**src/rtl/alu_pkg.sv**
```systemverilog
// ----------------------------------------------------------------------------
// alu_pkg
//   Shared definitions for the bit-serial ALU sequencer:
//     - alu_ctrl codes {A_invert, B_invert, operation[1:0]}
//     - sequencer FSM state encoding
//     - small decode helpers used by the sequencer
//   No ports (package).
// ----------------------------------------------------------------------------
package alu_pkg;

    localparam logic [3:0] CTRL_AND = 4'b0000;
    localparam logic [3:0] CTRL_OR  = 4'b0001;
    localparam logic [3:0] CTRL_ADD = 4'b0010;
    localparam logic [3:0] CTRL_SUB = 4'b0110;
    localparam logic [3:0] CTRL_SLT = 4'b0111;
    localparam logic [3:0] CTRL_NOR = 4'b1100;

    typedef enum logic [1:0] {
        IDLE = 2'd0,
        RUN  = 2'd1,
        DONE = 2'd2
    } alu_state_t;

    // True for the bitwise operations (no carry chain involved).
    function automatic logic is_logic_op(input logic [3:0] ctrl);
        return (ctrl == CTRL_AND) || (ctrl == CTRL_OR) || (ctrl == CTRL_NOR);
    endfunction

    // True for any of the six recognised control codes.
    function automatic logic is_legal_op(input logic [3:0] ctrl);
        return is_logic_op(ctrl) || (ctrl == CTRL_ADD) ||
               (ctrl == CTRL_SUB) || (ctrl == CTRL_SLT);
    endfunction

endpackage

```
**src/rtl/alu_top.sv**
```systemverilog
// ----------------------------------------------------------------------------
// alu_top
//   Classic 1-bit ALU slice (AND / OR / full-adder / less pass-through) with
//   per-operand inversion.
//   Ports:
//     a, b        in   operand bits
//     a_invert    in   invert a before use
//     b_invert    in   invert b before use
//     carry_in    in   carry into this bit
//     less        in   value returned for operation 2'b11
//     operation   in   00=AND 01=OR 10=SUM 11=LESS
//     result      out  selected slice result
//     carry_out   out  full-adder carry out
// ----------------------------------------------------------------------------
module alu_top (
    input  logic       a,
    input  logic       b,
    input  logic       a_invert,
    input  logic       b_invert,
    input  logic       carry_in,
    input  logic       less,
    input  logic [1:0] operation,
    output logic       result,
    output logic       carry_out
);

    logic a_eff;
    logic b_eff;
    logic sum;

    assign a_eff     = a ^ a_invert;
    assign b_eff     = b ^ b_invert;
    assign sum       = a_eff ^ b_eff ^ carry_in;
    assign carry_out = (a_eff & b_eff) | (a_eff & carry_in) | (b_eff & carry_in);

    always_comb begin
        result = 1'b0;
        case (operation)
            2'b00:   result = a_eff & b_eff;
            2'b01:   result = a_eff | b_eff;
            2'b10:   result = sum;
            default: result = less;
        endcase
    end

endmodule

```
**src/rtl/alu_serial_seq.sv**
```systemverilog
// ----------------------------------------------------------------------------
// alu_serial_seq
//   Bit-serial WIDTH-bit ALU sequencer. Drives one alu_top slice LSB-first,
//   one bit per clock, with the slice carry held in a flop between bits.
//
//   Handshakes: a transfer happens on a rising clk edge where valid and ready
//   are both high. in_ready is high only in IDLE; out_valid is high only in
//   DONE, where result/zero/cout/overflow are held stable until out_ready.
//
//   Ports:
//     clk, rst           clock (rising edge), async active-high reset
//     in_valid/in_ready  operand handshake
//     src1, src2         operands A and B (WIDTH bits)
//     alu_ctrl           {A_invert, B_invert, operation[1:0]}
//     out_valid/out_ready result handshake
//     result             ALU result (WIDTH bits)
//     zero               result == 0
//     cout               carry out of MSB for ADD/SUB/SLT, else 0
//     overflow           signed overflow for ADD/SUB, else 0
//
//   Build option: define ALU_LOGIC_FASTPATH_EN to evaluate AND/OR/NOR in
//   parallel at acceptance and go straight to DONE.
// ----------------------------------------------------------------------------
module alu_serial_seq
    import alu_pkg::*;
#(
    parameter int WIDTH = 32,
    parameter int CNT_W = 6
) (
    input  logic             clk,
    input  logic             rst,
    input  logic             in_valid,
    output logic             in_ready,
    input  logic [WIDTH-1:0] src1,
    input  logic [WIDTH-1:0] src2,
    input  logic [3:0]       alu_ctrl,
    output logic             out_valid,
    input  logic             out_ready,
    output logic [WIDTH-1:0] result,
    output logic             zero,
    output logic             cout,
    output logic             overflow
);

    localparam logic [CNT_W-1:0] LAST_IDX = CNT_W'(WIDTH - 1);

    alu_state_t       state;
    logic [WIDTH-1:0] src1_q;       // shifted right each RUN cycle; bit 0 feeds the slice
    logic [WIDTH-1:0] src2_q;
    logic [3:0]       ctrl_q;
    logic             carry_q;
    logic [CNT_W-1:0] idx;

    logic [1:0]       op_drive;
    logic             slice_res;
    logic             slice_cout;

    logic             op_add;
    logic             op_sub;
    logic             op_slt;
    logic             ovf_raw;
    logic             set_bit;
    logic [WIDTH-1:0] res_shift;
    logic [WIDTH-1:0] final_res;
    logic             final_cout;
    logic             final_ovf;

    // SLT runs the slice as a plain subtract; the set bit is built afterwards.
    assign op_drive = (ctrl_q == CTRL_SLT) ? 2'b10 : ctrl_q[1:0];

    alu_top u_slice (
        .a         (src1_q[0]),
        .b         (src2_q[0]),
        .a_invert  (ctrl_q[3]),
        .b_invert  (ctrl_q[2]),
        .carry_in  (carry_q),
        .less      (1'b0),
        .operation (op_drive),
        .result    (slice_res),
        .carry_out (slice_cout)
    );

    assign op_add = (ctrl_q == CTRL_ADD);
    assign op_sub = (ctrl_q == CTRL_SUB);
    assign op_slt = (ctrl_q == CTRL_SLT);

    // Result bits enter at the MSB and move down, so after WIDTH shifts the
    // first (LSB) slice result has reached bit 0.
    assign res_shift = {slice_res, result[WIDTH-1:1]};

    // Only meaningful on the MSB cycle: carry_q is the carry into the MSB.
    assign ovf_raw = carry_q ^ slice_cout;
    assign set_bit = slice_res ^ ovf_raw;

    always_comb begin
        final_res  = res_shift;
        final_cout = 1'b0;
        final_ovf  = 1'b0;
        if (!is_legal_op(ctrl_q)) begin
            final_res = '0;
        end else if (op_slt) begin
            final_res  = {{(WIDTH-1){1'b0}}, set_bit};
            final_cout = slice_cout;
        end else if (op_add || op_sub) begin
            final_cout = slice_cout;
            final_ovf  = ovf_raw;
        end
    end

`ifdef ALU_LOGIC_FASTPATH_EN
    logic [WIDTH-1:0] fast_res;

    always_comb begin
        fast_res = '0;
        case (alu_ctrl)
            CTRL_AND: fast_res = src1 & src2;
            CTRL_OR:  fast_res = src1 | src2;
            CTRL_NOR: fast_res = ~(src1 | src2);
            default:  fast_res = '0;
        endcase
    end
`endif

    always_ff @(posedge clk or posedge rst) begin
        if (rst) begin
            state     <= IDLE;
            in_ready  <= 1'b1;
            out_valid <= 1'b0;
            result    <= '0;
            zero      <= 1'b0;
            cout      <= 1'b0;
            overflow  <= 1'b0;
            src1_q    <= '0;
            src2_q    <= '0;
            ctrl_q    <= '0;
            carry_q   <= 1'b0;
            idx       <= '0;
        end else begin
            case (state)
                IDLE: begin
                    if (in_valid && in_ready) begin
                        src1_q   <= src1;
                        src2_q   <= src2;
                        ctrl_q   <= alu_ctrl;
                        carry_q  <= alu_ctrl[2];   // B_invert doubles as the +1 for subtract
                        idx      <= '0;
                        result   <= '0;
                        zero     <= 1'b0;
                        cout     <= 1'b0;
                        overflow <= 1'b0;
                        in_ready <= 1'b0;
`ifdef ALU_LOGIC_FASTPATH_EN
                        if (is_logic_op(alu_ctrl)) begin
                            result    <= fast_res;
                            zero      <= (fast_res == '0);
                            out_valid <= 1'b1;
                            state     <= DONE;
                        end else begin
                            state <= RUN;
                        end
`else
                        state <= RUN;
`endif
                    end
                end

                RUN: begin
                    src1_q  <= src1_q >> 1;
                    src2_q  <= src2_q >> 1;
                    carry_q <= slice_cout;
                    idx     <= idx + CNT_W'(1);
                    result  <= res_shift;
                    if (idx == LAST_IDX) begin
                        result    <= final_res;
                        zero      <= (final_res == '0);
                        cout      <= final_cout;
                        overflow  <= final_ovf;
                        out_valid <= 1'b1;
                        state     <= DONE;
                    end
                end

                DONE: begin
                    if (out_ready) begin
                        out_valid <= 1'b0;
                        in_ready  <= 1'b1;
                        state     <= IDLE;
                    end
                end

                default: begin
                    out_valid <= 1'b0;
                    in_ready  <= 1'b1;
                    state     <= IDLE;
                end
            endcase
        end
    end

endmodule

```
**config.mk**
```make
export PLATFORM = sky130hd
export DESIGN_NAME = alu_serial_seq
export DESIGN_NICKNAME = d
export VERILOG_FILES = /design/src/rtl/alu_pkg.sv /design/src/rtl/alu_top.sv /design/src/rtl/alu_serial_seq.sv
export SDC_FILE = /design/constraint.sdc
export NUM_CORES = 1
export LEC_CHECK = 0
export BUFFER_PORTS_ARGS = -buffer_cell sky130_fd_sc_hd__buf_2
export CORE_MARGIN = 3
export CORE_UTILIZATION = 45
export DETAILED_ROUTE_END_ITERATION = 8
export GPL_TIMING_DRIVEN = 0
export PLACE_DENSITY = 0.77
export SYNTH_ARGS = -nofsm -noshare
export SYNTH_HDL_FRONTEND = slang
export SYNTH_SLANG_ARGS = --single-unit
```
**constraint.sdc**
```tcl
create_clock -name clk -period 12.2 [get_ports clk]
set_clock_uncertainty 0.05 [all_clocks]
set_input_delay 3.66 -clock clk [delete_from_list [all_inputs] [get_ports clk]]
set_output_delay 3.66 -clock clk [all_outputs]
set_load 0.1 [all_outputs]
```
-- Word-level counts from Yosys, hierarchy flattened
Index checks and enable logic that the tools add are counted.
- bits in registers: 114
- word-level logic and storage cells: 95
- add/subtract/negate cells: 1
- equality and inequality tests: 13
- multiplexer cells: 37
- bitwise logic cells: 14
- reduce and logical (&&, ||, !) cells: 18
- operators with widths (cell ; count):
    2-to-1 mux 32 bit ; 6
    one-hot mux 32 bit (2 select lines) ; 3
    logical NOT 32 bit ; 1
    2-to-1 mux 1 bit ; 14
    one-hot mux 6 bit (2 select lines) ; 1
    AND reduction 3 bit ; 4
    one-hot mux 1 bit (3 select lines) ; 3
    equality test 4 x 3 -> 1 bit (second input constant) ; 2
    2-to-1 mux 2 bit ; 4
    one-hot mux 1 bit (2 select lines) ; 4
    adder 6 x 1 -> 6 bit (second input constant) ; 1
    equality test 6 x 5 -> 1 bit (second input constant) ; 1
    logical OR 1 bit ; 6
    2-to-1 mux 6 bit ; 1
    inequality test 2 bit (second input constant) ; 3
    one-hot mux 2 bit (3 select lines) ; 1
    XOR 1 bit ; 6
    equality test 2 x 1 -> 1 bit (second input constant) ; 2
    equality test 2 bit (second input constant) ; 2
    equality test 4 x 1 -> 1 bit (second input constant) ; 1
    equality test 4 x 2 -> 1 bit (second input constant) ; 1
    equality test 4 bit (second input constant) ; 1
    logical NOT 2 bit ; 2
    logical NOT 4 bit ; 1
    6 further kinds ; 12

-- Logic depth before layout (Yosys ltp)
Gate-level depths: netlist of the first run.
- depth after elaboration: 11
- gate-level depth with buffers: 7
- gate-level depth less buffers: 7

-- By module
Synthesis of the first run repeated with hierarchy kept, for this count alone.
- cell total of the unflattened synthesis: 470
- area total of the unflattened synthesis: 4784.6 µm²
- by module, submodules not included (module ; instances ; cells an instance ; area an instance (µm²) ; sequential area each (µm²)):
    alu_serial_seq ; 1 ; 461 ; 4688.2 ; 2854.0
    alu_top ; 1 ; 9 ; 96.3 ; 0.0

-- Worst setup path before layout of the first run
Ideal clock, no wire load.
- path type: input to register
- start point: input in_valid
- end point: register result[12]
- library setup time: 123 ps
- data arrival time: 4574 ps
- path slack: 7453 ps
- stages on the path: 5
- buffers on the path: 2
- cell sequence: nor4bb_1 > buf_2 > nor2_2 > clkbuf_1 > a22o_1
- word-level cells in the longest chain between the ends: 3
- RTL lines (element ; line ; source):
    start: declaration ; alu_serial_seq.sv:32 ; input logic in_valid,
    logical AND 1 bit ; alu_serial_seq.sv:141 ; if (in_valid && in_ready) begin
    inequality test 2 bit (no line) ; -- ;
    AND reduction 2 bit (no line) ; -- ;
    end signal: assignment ; alu_serial_seq.sv:172 ; result <= res_shift;
    end signal: assignment ; alu_serial_seq.sv:174 ; result <= final_res;
    end: declaration ; alu_serial_seq.sv:39 ; output logic [WIDTH-1:0] result,
Every way passes these cells.
A chain may end at the register's enable or synchronous reset.

-- Worst setup path after layout of the first run
- start point: register in_ready
- end point: output in_ready
- RTL lines (element ; line ; source):
    start: declaration ; alu_serial_seq.sv:33 ; output logic in_ready,
    start signal: assignment ; alu_serial_seq.sv:127 ; in_ready <= 1'b1;
    start signal: assignment ; alu_serial_seq.sv:151 ; in_ready <= 1'b0;
    start signal: assignment ; alu_serial_seq.sv:186 ; in_ready <= 1'b1;
No word-level cell between the ends.

==> results.cfg, run 1 <==
[clock_network]
worstSkewPairLatency_ps = 520
cts_tree = yes
clk_path_buf_depth = 2
cts_resized = 0
cts_setup_buffers = 0
ctsHoldBuffers = 0
cts_sinks = 114
root_buffer = clkbuf_8
path_clk_slew_ps = 50
htree_levels = 4
cts_inserted_buffers = 17

[timing]
rsz0062_at_grt = false
tightest_slew_ps = 845.3
final_hold_viol_count = 0
timing.slew.headroom_pct = 43.65
whs_ps = 425.7
finalMaxSlewViolations = 0
fin_crit_sh_pct = 42.64
period_minus_slack_ps = 5202
worst_slack_ps = 6998
fmax_mhz = 192.2
finalSetupViolCount = 0
tns_ps = 0

[power]
ir_worst_vdd_uv = 309.1
p_per_area_nw_per_um2 = 311.0
p_total_mw = 1.938
p_leak_nw = 3.298

[drt]
num_vias = 4084
ant_nets = 0
drc = 0
routedWlPerCell_um = 16.09
vias_per_cell = 5.504
wl_mm = 11.94
drt_iter0_markers = 312
drt_first_pass_iters = 4

[synth]
syn_avg_cell_area_sq_um = 10.54
synthCells = 465
synth_fp_nets = 541
netlist_area_sq_um = 4901
synth-seq-area-share_pct = 58.23
synth_seq_cells = 114
synth.distinct_cells = 45
synth_top_flop_cell = dfrtp_1
synth_edf_count = 0
synth-async-reset-ratio_pct = 100.0
yosys_warnings = 0

[floorplanning]
dieArea_sq_um = 12180
die-width_um = 110.4
rows = 37
core_area_sq_um = 10460
start_util_pct = 46.84
dieHeight_um = 110.4
num_io_pins = 109

[final_layout]
diodes = 0
fin_nets = 669
post-route-util_pct = 59.58
fill_cells = 895
final_area_sq_um = 6233
final_cells = 742
drive_gt1_share_pct = 28.05
area_delta_synth_final_pct = 27.19

[run]
cap_viol_max_count = 0

[critical_path]
r2r-start = ctrl_q[2]$_DFFE_PP0P_
cp-startpoint = in_ready$_DFFE_PP1P_
reg2reg_depth = 6
end_kind = output port
worstPathArrival_ps = 1490
crit_family = flip-flops
cp_max_fo = 5
reg2reg_to = zero$_DFFE_PP0P_
critPathKind = flop to output port
path_buf_inv = 1
path_cells = buf_2
cpMaxStageDelayCell = dfstp_2
required_ps = 8490
max_stage_delay_ps = 550
reg2reg_slack_ps = 9890
start_kind = flop

[grt]
grt_max_degree = 69
grt_usage_pct = 20.73
grt_pass1_wl_mm = 19.31
grt_pass1_vias = 3954
antenna_found_initial = 0
grt_overflow = 0

[min_path]
hold_path_class = flop to flop
hold_path_startpoint = src2_q[20]$_DFFE_PP0P_
hold_depth = 2
whs_endpoint = src2_q[20]$_DFFE_PP0P_

[run_status]
status = completed

[place]
routabilityCongestion = 0.8042
place_area_sq_um = 5642
io_buffers = 108
placed_cells = 710
dpl.hpwl_mm = 8.243
dpl_worst_slack_ps = 7032
[cell usage after synthesis, drive strengths merged (4+ instances only)]
master	count	share of area [%]
buf	21	2.9
nand2b	4	0.51
nand3	6	0.87
inv	4	0.31
nor2	5	0.43
clkbuf	9	0.69
o21ai	10	1.0
a22oi	62	9.5
nor4	7	0.89
nand2	153	12
a22o	31	5.5
dfrtp	113	58
[cells by family after synthesis]
family          Yosys count  share of synthesized area (%)
fa+ha+maj                 4                          1.174
buf+inv                  34                          3.855
simple gates            189                          16.47
flops                   114                          58.23
xor+xnor                  4                          1.021
mux                       1                         0.2298
compound gates          119                          19.02
[where the power goes]
part	internal, mW	leakage [nW]	switching (mW)
sequential	0.505	1.53	0.111
combinational	0.229	1.48	0.603
clock	0.315	0.286	0.176
[layer usage]
| layer | wire length (um) | vias to the layer above | global-route usage, % |
|---|---|---|---|
| li1 | - | 1916 | - |
| met2 | 5690 | 120 | 31.37 |
| met5 | 0 | - | 0 |
| met1 | 5394 | 2033 | 28.70 |
| met3 | 687 | 15 | 6.115 |
| met4 | 164 | 0 | 6.948 |
[final cells by class]
cell class	instances	area [sq um]	share of cell area [%]
Sequential cell	114	2854	45.78
Inverter	4	17.52	0.2810
Tap cell	136	170.2	2.730
Clock inverter	14	163.9	2.629
Buffer	30	173.9	2.790
Clock buffer	18	427.9	6.865
Timing Repair Buffer	109	568.0	9.113
Multi-Input combinational cell	317	1858	29.81
[cell usage in the layout, fill, tap and decap left out, types with 2 or more instances in the layout]
cell type,instances
a22o_1,31
buf_4,7
o211ai_1,3
nor4_1,7
nor3_1,2
o21ai_0,10
and3_1,2
clkinv_4,3
clkbuf_16,16
clkinv_2,5
o31ai_1,2
ha_1,3
a22oi_1,62
clkbuf_1,9
a21oi_1,2
inv_1,3
nand3_1,5
dfrtp_1,113
nand2_1,153
nand2b_1,4
xnor2_1,2
bufinv_16,3
buf_2,118
nand4_1,3
clkbuf_8,2
buf_6,3
nor2b_1,2
nor2_1,4
clkinvlp_4,3
[how the worst max path moves through the flow]
| stage | end | cells past startpoint |
|---|---|---|
| 3_5_place_dp | result[26]$_DFFE_PP0P_ | 6 |
| 2_1_floorplan | carry_q$_DFFE_PP0P_ | 1 |
| 5_1_grt | in_ready | 1 |
| 6_report | in_ready | 1 |
| 3_3_place_gp | src1_q[15]$_DFFE_PP0P_ | 2 |
| 4_1_cts | in_ready | 1 |
[sequential cells by signal, indices dropped and copies added, names as in the netlist]
register   count
result        32
src1_q        32
src2_q        32
idx            6
ctrl_q         4
state          2
carry_q        1
cout           1
in_ready       1
out_valid      1
overflow       1
zero           1
Power figures use the tool's default switching activity.
==> run 2, diff against run 1 <==
--- a/config.mk
+++ b/config.mk
@@ -10,7 +10,7 @@
 export CORE_UTILIZATION = 45
 export DETAILED_ROUTE_END_ITERATION = 8
 export GPL_TIMING_DRIVEN = 0
-export PLACE_DENSITY = 0.77
+export PLACE_DENSITY = 0.8
 export SYNTH_ARGS = -nofsm -noshare
 export SYNTH_HDL_FRONTEND = slang
 export SYNTH_SLANG_ARGS = --single-unit
==> constraint.sdc (replaced) <==
create_clock -name clk -period 4.2 [get_ports clk]
set_clock_uncertainty 0.05 [all_clocks]
set_input_delay 1.26 -clock clk [delete_from_list [all_inputs] [get_ports clk]]
set_output_delay 1.26 -clock clk [all_outputs]
set_load 0.1 [all_outputs]
==> run 2 against run 1 <==
Sequential power rose to 2.9 times the previous value. Highest routed layer unchanged. Worst hold slack barely moved. Sequential share of layout area barely moved. Register-to-register slack got worse by 8000 ps. Largest cell class unchanged. Largest power group unchanged. Non-clock buffer count rose by 1.
==> results.cfg, run 2 (same netlist as run 1, synthesis figures left out) <==
[run_status]
status = completed

[critical_path]
worstPathArrival_ps = 1490
critPathKind = flop to output port
start_kind = flop
reg2reg_slack_ps = 1870
end_kind = output port
path_cells = buf_2
cp-startpoint = in_ready$_DFFE_PP1P_
required_ps = 2890
r2r-start = ctrl_q[3]$_DFFE_PP0P_
path_buf_inv = 1
reg2reg_to = zero$_DFFE_PP0P_
cpMaxStageDelayCell = dfstp_2
crit_family = flip-flops
reg2reg_depth = 7
cp_max_fo = 5
max_stage_delay_ps = 560

[timing]
finalMaxSlewViolations = 0
fin_crit_sh_pct = 66.65
timing.slew.headroom_pct = 49.07
final_hold_viol_count = 0
tns_ps = 0
fmax_mhz = 357.2
period_minus_slack_ps = 2799
rsz0062_at_grt = false
tightest_slew_ps = 762.3
finalSetupViolCount = 0

[power]
p_leak_nw = 3.287
p_per_area_nw_per_um2 = 897.4
combPwrFrac_pct = 43.2
p_total_mw = 5.600
ir_worst_vdd_uv = 784.1
switching_share_pct = 46.47
p_seq_share_pct = 32.0
intPower_mw = 2.998
clkPwrFrac_pct = 24.9
p_switching_mw = 2.602

[floorplanning]
dieArea_sq_um = 12180
dieHeight_um = 110.4
rows = 37
start_util_pct = 46.84
num_io_pins = 109
core_area_sq_um = 10460
die-width_um = 110.4

[min_path]
hold_depth = 2
whs_endpoint = src2_q[14]$_DFFE_PP0P_
hold_path_startpoint = src2_q[14]$_DFFE_PP0P_
hold_path_class = flop to flop

[final_layout]
drive_gt1_share_pct = 28.17
final_common_cell = nand2_1
fin_nets = 670
post-route-util_pct = 59.64
area_delta_synth_final_pct = 27.32
diodes = 0
layout_common_cells = 153 x nand2_1, 118 x buf_2, 113 x dfrtp_1
final_area_sq_um = 6240
fill_cells = 929
final_cells = 743
top_regs = result (32), src1_q (32), src2_q (32)

[drt]
drc = 0
routedWlPerCell_um = 16.07
vias_per_cell = 5.509
wl_mm = 11.94
drt_iter0_markers = 321
drt_first_pass_iters = 5
num_vias = 4093
ant_nets = 0

[clock_network]
cts_tree = yes
path_clk_slew_ps = 60
cts_setup_buffers = 0
cts_resized = 0
clk_path_buf_depth = 2
ctsHoldBuffers = 0
cts_inserted_buffers = 17
root_buffer = clkbuf_8
htree_levels = 4
worstSkewPairLatency_ps = 500
cts_sinks = 114

[grt]
antenna_found_initial = 0
grt_usage_pct = 20.37
grt_max_degree = 44
grt_pass1_wl_mm = 19.09
grt_overflow = 0
grt_pass1_vias = 3865

[run]
cap_viol_max_count = 0

[place]
placed_cells = 711
place_area_sq_um = 5655
routabilityCongestion = 0.8054
dpl.hpwl_mm = 8.332
io_buffers = 108
## run 2: cell types whose count changed in the layout (fill, tap and decap cells not counted)
cell / delta
inv_6: +2
inv_4: -1
clkinv_2: -4
clkinvlp_4: +2
bufinv_16: -1
clkinv_4: +2
buf_12: +2
buf_16: -1
## run 2: layout make-up
type	count	area, sq um	share of cell area, %
Buffer	30	173.9	2.787
Clock buffer	18	427.9	6.858
Clock inverter	14	156.4	2.507
Inverter	4	18.77	0.3008
Multi-Input combinational cell	317	1858	29.78
Sequential cell	114	2854	45.74
Tap cell	136	170.2	2.727
Timing Repair Buffer	110	580.6	9.304
## run 2: stage by stage
stage               hold slack [ps]  setup WS, ps
finish                        425.4          1401
global route                  445.6          1350
CTS                           427.3          1373
detailed placement            413.1          1398
global placement              407.9         845.9
floorplan                     396.3          1505
## run 2: how the worst max path moves through the flow
stage	endpoint	slack, ps	depth (start not counted)
finish	in_ready	1400	1
global route	in_ready	1350	1
CTS	in_ready	1370	1
detailed placement	result[19]$_DFFE_PP0P_	1400	6
global placement	src1_q[17]$_DFFE_PP0P_	850	2
floorplan	carry_q$_DFFE_PP0P_	1510	1
## run 2: power groups by stage
stage	Clock, mW	Sequential (mW)	Combinational [mW]
CTS	1.41	1.78	2.43
global route	1.48	1.84	2.58
detailed placement	0	1.80	2.41
floorplan	0	2.67	1.02
finish	1.39	1.79	2.42
global placement	0	1.77	2.36
## run 2: routing by layer
| metal | GRT usage, % | vias to the layer above | share of wire, % |
|---|---|---|---|
| met4 | 7.300 | 0 | 1.6 |
| met1 | 27.37 | 2009 | 44 |
| met3 | 5.067 | 17 | 6.1 |
| met5 | 0 | - | 0 |
| met2 | 32.24 | 146 | 48 |
| li1 | - | 1921 | - |
